File: config.mk
export PLATFORM = sky130hd
export DESIGN_NAME = pow2_delta_lut
export DESIGN_NICKNAME = d
export VERILOG_FILES = /design/src/rtl/pow2_lut_pkg.sv /design/src/rtl/pow2_lut_core.sv /design/src/rtl/pow2_delta_lut.sv
export SDC_FILE = /design/constraint.sdc
export NUM_CORES = 1
export LEC_CHECK = 0
export ABC_AREA = 1
export CAP_MARGIN = 20
export CORE_AREA = 2 2 41 43
export CTS_BUF_LIST = sky130_fd_sc_hd__clkbuf_8
export CTS_CLUSTER_DIAMETER = 200
export DETAILED_ROUTE_END_ITERATION = 8
export DIE_AREA = 0 0 43 45
export HOLD_SLACK_MARGIN = 0.15
export PLACE_DENSITY = 0.59
export SLEW_MARGIN = 10
export SYNTH_ARGS = -nofsm -noshare
export SYNTH_HDL_FRONTEND = slang
export SYNTH_SLANG_ARGS = --single-unit
File: constraint.sdc
create_clock -name clock -period 1.85 [get_ports clock]
set_clock_uncertainty 0.15 [all_clocks]
set_input_delay 0.37 -clock clock [delete_from_list [all_inputs] [get_ports clock]]
set_output_delay 0.37 -clock clock [all_outputs]
set_load 0.05 [all_outputs]
File: src/rtl/pow2_lut_pkg.sv
`default_nettype none
// ============================================================================
// Module   : pow2_lut_pkg
// Brief    : Elaboration-time math for 2^x fraction tables (full and delta).
// Revision : 1.0
// ============================================================================
package pow2_lut_pkg;

    localparam int          FRAC_BITS = 60;
    // ln(2) in Q0.60, rounded to nearest
    localparam logic [63:0] LN2_Q60   = 64'h0B17217F7D1CF79B;

    // 2^(idx / 2^in_w) in Q60 via the exp() Taylor series of idx*ln2/2^in_w;
    // the argument stays below ln2, so 31 terms are far past 60-bit accuracy.
    function automatic logic [127:0] pow2_scaled(input int in_w, input int idx);
        logic [127:0] t;
        logic [127:0] term;
        logic [127:0] sum;
        t    = (128'(idx) * 128'(LN2_Q60)) >> in_w;
        term = 128'(1) << FRAC_BITS;
        sum  = term;
        for (int k = 1; k < 32; k++) begin
            term = ((term * t) >> FRAC_BITS) / 128'(k);
            sum  = sum + term;
        end
        return sum;
    endfunction

    // F(i): fractional bits of 2^x at out_w bits, ties up, saturated
    function automatic int f_value(input int in_w, input int out_w, input int idx);
        logic [127:0] y;
        logic [127:0] one;
        one = 128'(1) << out_w;
        y   = (pow2_scaled(in_w, idx) << out_w) + (128'(1) << (FRAC_BITS - 1));
        y   = (y >> FRAC_BITS) - one;
        if (y > one - 128'(1)) begin
            y = one - 128'(1);
        end
        return int'(y[31:0]);
    endfunction

    function automatic int base_value(input int in_w, input int out_w, input int lo,
                                      input int hi);
        return f_value(in_w, out_w, hi << lo);
    endfunction

    function automatic int delta_value(input int in_w, input int out_w, input int lo,
                                       input int idx);
        return f_value(in_w, out_w, idx) - f_value(in_w, out_w, (idx >> lo) << lo);
    endfunction

    // F is monotonic, so each block's largest delta sits at its last entry.
    function automatic int delta_width(input int in_w, input int out_w, input int lo);
        int max_d;
        int d;
        int w;
        max_d = 0;
        for (int j = 0; j < (1 << (in_w - lo)); j++) begin
            d = delta_value(in_w, out_w, lo, (j << lo) | ((1 << lo) - 1));
            if (d > max_d) begin
                max_d = d;
            end
        end
        w = 1;
        while ((1 << w) <= max_d) begin
            w = w + 1;
        end
        return w;
    endfunction

endpackage
`default_nettype wire

File: src/rtl/pow2_lut_core.sv
`default_nettype none
// ============================================================================
// Module   : pow2_lut_core
// Brief    : Combinational delta-encoded 2^x lookup: base[hi] + delta[idx].
// Revision : 1.0
// ============================================================================
module pow2_lut_core
    import pow2_lut_pkg::*;
#(
    parameter int IN  = 4,
    parameter int OUT = 5,
    parameter int LO  = IN / 2
) (
    input  logic [IN-1:0]  idx,
    output logic [OUT-1:0] value
);

    localparam int DW = delta_width(IN, OUT, LO);
    localparam int NB = 2 ** (IN - LO);
    localparam int NI = 2 ** IN;

    logic [OUT-1:0] base_tab  [NB];
    logic [DW-1:0]  delta_tab [NI];

    for (genvar g = 0; g < NB; g++) begin : g_base
        assign base_tab[g] = OUT'(base_value(IN, OUT, LO, g));
    end

    for (genvar g = 0; g < NI; g++) begin : g_delta
        assign delta_tab[g] = DW'(delta_value(IN, OUT, LO, g));
    end

    // Sum equals F(idx) exactly, which is below 2^OUT, so no carry is lost.
    assign value = base_tab[idx[IN-1:LO]] + OUT'(delta_tab[idx]);

endmodule
`default_nettype wire

File: src/rtl/pow2_delta_lut.sv
`default_nettype none
// ============================================================================
// Module   : pow2_delta_lut
// Brief    : Registered 2^x fraction lookup built on a delta-encoded table.
// Revision : 1.0
// ============================================================================
module pow2_delta_lut #(
    parameter int IN  = 4,
    parameter int OUT = 5,
    parameter int LO  = IN / 2
) (
    input  logic           clock,
    input  logic           reset,
    input  logic           in_valid,
    input  logic [IN-1:0]  in,
    output logic           out_valid,
    output logic [OUT-1:0] out
);

    logic [OUT-1:0] lut_value;

    pow2_lut_core #(
        .IN  (IN),
        .OUT (OUT),
        .LO  (LO)
    ) u_core (
        .idx   (in),
        .value (lut_value)
    );

    // out holds its last result across invalid cycles
    always_ff @(posedge clock) begin
        if (reset) begin
            out_valid <= 1'b0;
            out       <= '0;
        end else begin
            out_valid <= in_valid;
            if (in_valid) begin
                out <= lut_value;
            end
        end
    end

endmodule
`default_nettype wire

==> flow_summary_export.csv <==
group,metric,value,unit
status,status,"completed",
route,drc,0,
cells_and_area,antennaDiodeCount,0,
power_and_ir_drop,pwr-share-seq,27.3,%
clock_tree,clkSlewWorstSetupHoldPaths,40,ps
power_and_ir_drop,vdd_drop_max,209,uV
clock_tree,root_buffer,"clkbuf_8",
place,place_inst,96,
global_route,grt_max_degree,7,
worst_setup_path,max_stage_delay,370,ps
worst_setup_path,endpoint_kind,"register",
route,routedWlPerCell,11.0,um
cells_and_area,fin_util,50.1,%
cells_and_area,syn_to_final_growth,75.8,%
clock_tree,clock_path_buffers,2,
route,drtAntennaViolNets,0,
global_route,grt_pass1_wl,1720,um
worst_setup_path,crit_required,1820,ps
synthesis,syn_nets,70,
place,place_congestion,0.809,
synthesis,ys_seq_elements,6,
power_and_ir_drop,power,534,uW
floorplan,dieWidth,43,um
synthesis,synth_warnings,0,
route,totalWireLength,1100,um
synthesis,ys_seq_area_share,28.7,%
timing,setup_viol,0,
worst_setup_path,worstPathMaxFanout,3,
worst_setup_path,start_kind,"input port",
worst_setup_path,critPathKind,"input port to register",
synthesis,synth_area,419,um2
global_route,overflow,0,
synthesis,synth_area_leaders,"dfxtp_1, ha_1, nand2_1, nand3_2, nor2_1",
synthesis,synth_top_area_share,28.7,%
timing,drv_slew,0,
timing,fin_crit_sh,96.1,%
clock_tree,clk_latency,230,ps
power_and_ir_drop,comb_power_share,35.3,%
floorplan,die_h,45,um
synthesis,synthCells,57,
place,hpwlAfterDp,781,um
synthesis,synth_area_leader_cell,"dfxtp_1",
place,io_buffers,12,
clock_tree,numCtsBuffers,3,
cells_and_area,stdcell_count,100,
job,drv_cap,0,
floorplan,rows,14,
timing,slew_headroom,83.5,%
power_and_ir_drop,p_leak,0.361,nW
route,drt_pre_antenna_iters,4,
global_route,track_usage,12.9,%
route,viasPerCell,4.70,
route,drt_iter0_markers,6,
power_and_ir_drop,clkPwrFrac,37.5,%
power_and_ir_drop,p_per_area,725,mW/mm2
power_and_ir_drop,p_sw_share,32.5,%
global_route,grt_pass1_vias,454,
cells_and_area,fin_nets,99,
timing,post-route-min-period,1780,ps
synthesis,netlist-cell-type-count,16,
floorplan,die-area,0.00194,mm2
floorplan,core_area,0.00147,mm2
min_path,hold_path_class,"register to register",
worst_setup_path,worst_path_max_delay_cell,"fa_2",
power_and_ir_drop,p_int,360,uW
timing,tightest_slew,247,ps
clock_tree,cts_max_level,1,
floorplan,start_util,28.5,%
power_and_ir_drop,p_sw,174,uW
clock_tree,cts_sinks,6,
clock_tree,ctsHoldBuffers,0,
synthesis,avgSynthCellArea,7.35,um2
floorplan,ios,13,
timing,clock.fmax,563,MHz
worst_setup_path,path_cells,"buf_2 -> buf_4 -> o22ai_4 -> a31oi_4 -> ha_4 -> fa_2 -> xor2_1 -> o21ai_1 -> inv_1",
timing,finalHoldViolCount,0,
route,num_vias,470,
cells_and_area,drive_gt1_share,50.0,%
global_route,grt_antenna_before_repair,0,
clock_tree,tritoncts,"built",
worst_setup_path,crit_arrival,1750,ps
[sequential cells by signal, summed over array words and instances, names as in the netlist]
name / count
out: 5
out_valid: 1
[final timing paths]
check	startpoint	end	slack, ps	depth (start not counted)
worst max-delay path	in[1]	out[2]$_SDFFE_PP0P_	70	9
worst min-delay path	out[4]$_SDFFE_PP0P_	out[4]$_SDFFE_PP0P_	320	2
worst max register to register	out[2]$_SDFFE_PP0P_	out[2]$_SDFFE_PP0P_	1060	4
worst min register to register	out[4]$_SDFFE_PP0P_	out[4]$_SDFFE_PP0P_	320	2
[cell usage in the layout, fill, tap and decap left out, drive strengths merged]
cell           count
buf               21
xor2               1
fa                 1
a31oi              1
clkdlybuf4s50      2
o21ai              5
o22ai              1
nand3              7
a21oi              2
inv                9
dfxtp              6
ha                 5
nor2               9
nand2             10
clkbuf             4
[final cells by class]
class | instances | area (um2)
clock buffers | 3 | 41.3
fillers | 153 | 734
inverters | 9 | 36.3
multi-input cells | 42 | 342
flip-flops and latches | 6 | 120
well taps | 16 | 20.0
repair buffers | 24 | 178
[Yosys cell counts]
master and count:
fa_1 1, ha_1 5, o22ai_1 1, nand2_1 9
inv_1 6, inv_2 3, a31oi_1 1, a21oi_1 2
o21ai_0 5, nand3_1 4, xor2_1 1, nand3_2 3
nor2_2 1, dfxtp_1 6, nor2_1 8, nand2_2 1
[per-layer routing]
layer	wire, um	GRT usage, %	part of all wire, %
met1	408	10.0	37
met2	542	23.6	49
met3	93	5.20	8.4
met4	59	12.7	5.3
met5	0	0	0
[logic make-up (layout without fill, tap and decap cells)]
| kind of cell | count (synthesis) | count (layout) | synth area share (%) |
|---|---|---|---|
| simple gates | 26 | 26 | 30.2 |
| compound gates | 9 | 9 | 11.3 |
| buf+inv | 9 | 36 | 8.06 |
| fa+ha+maj | 6 | 6 | 19.7 |
| flops | 6 | 6 | 28.7 |
| xor+xnor | 1 | 1 | 2.09 |
[power by group through the flow]
stage	registers (mW)	clock network, mW	logic, mW
global placement	0.147	0	0.168
detailed placement	0.147	0	0.170
floorplan	0.184	0	0.0657
finish	0.146	0.200	0.188
CTS	0.146	0.204	0.182
global route	0.147	0.210	0.206
[stage by stage]
stage | TNS (ps) | instance area [um2] | setup slack (ps) | hold WS (ps)
6_report | 0 | 737 | 72.6 | 323
3_5_place_dp | -2450 | 648 | -596 | 316
3_3_place_gp | -2310 | 648 | -568 | 318
4_1_cts | 0 | 723 | 2.18 | 331
5_1_grt | -8.97 | 737 | -8.17 | 351
2_1_floorplan | 0 | 440 | 20.6 | 293
[what timing repair did]
action | 4_1_cts | 5_1_grt
gates cloned | 0 | 0
setup endpoints to repair | 4 | 4
pin swaps | 4 | 6
setup buffers | 1 | 0
resized for setup | 19 | 5
[critical path: cells and delay by family]
kind | cells | cell delay [ps]
buffers and inverters | 3 | 330
XOR/XNOR | 1 | 150
adder cells (fa/ha/maj) | 2 | 550
AO/OA/AOI/OAI | 3 | 350
Power figures use the tool's default switching activity.
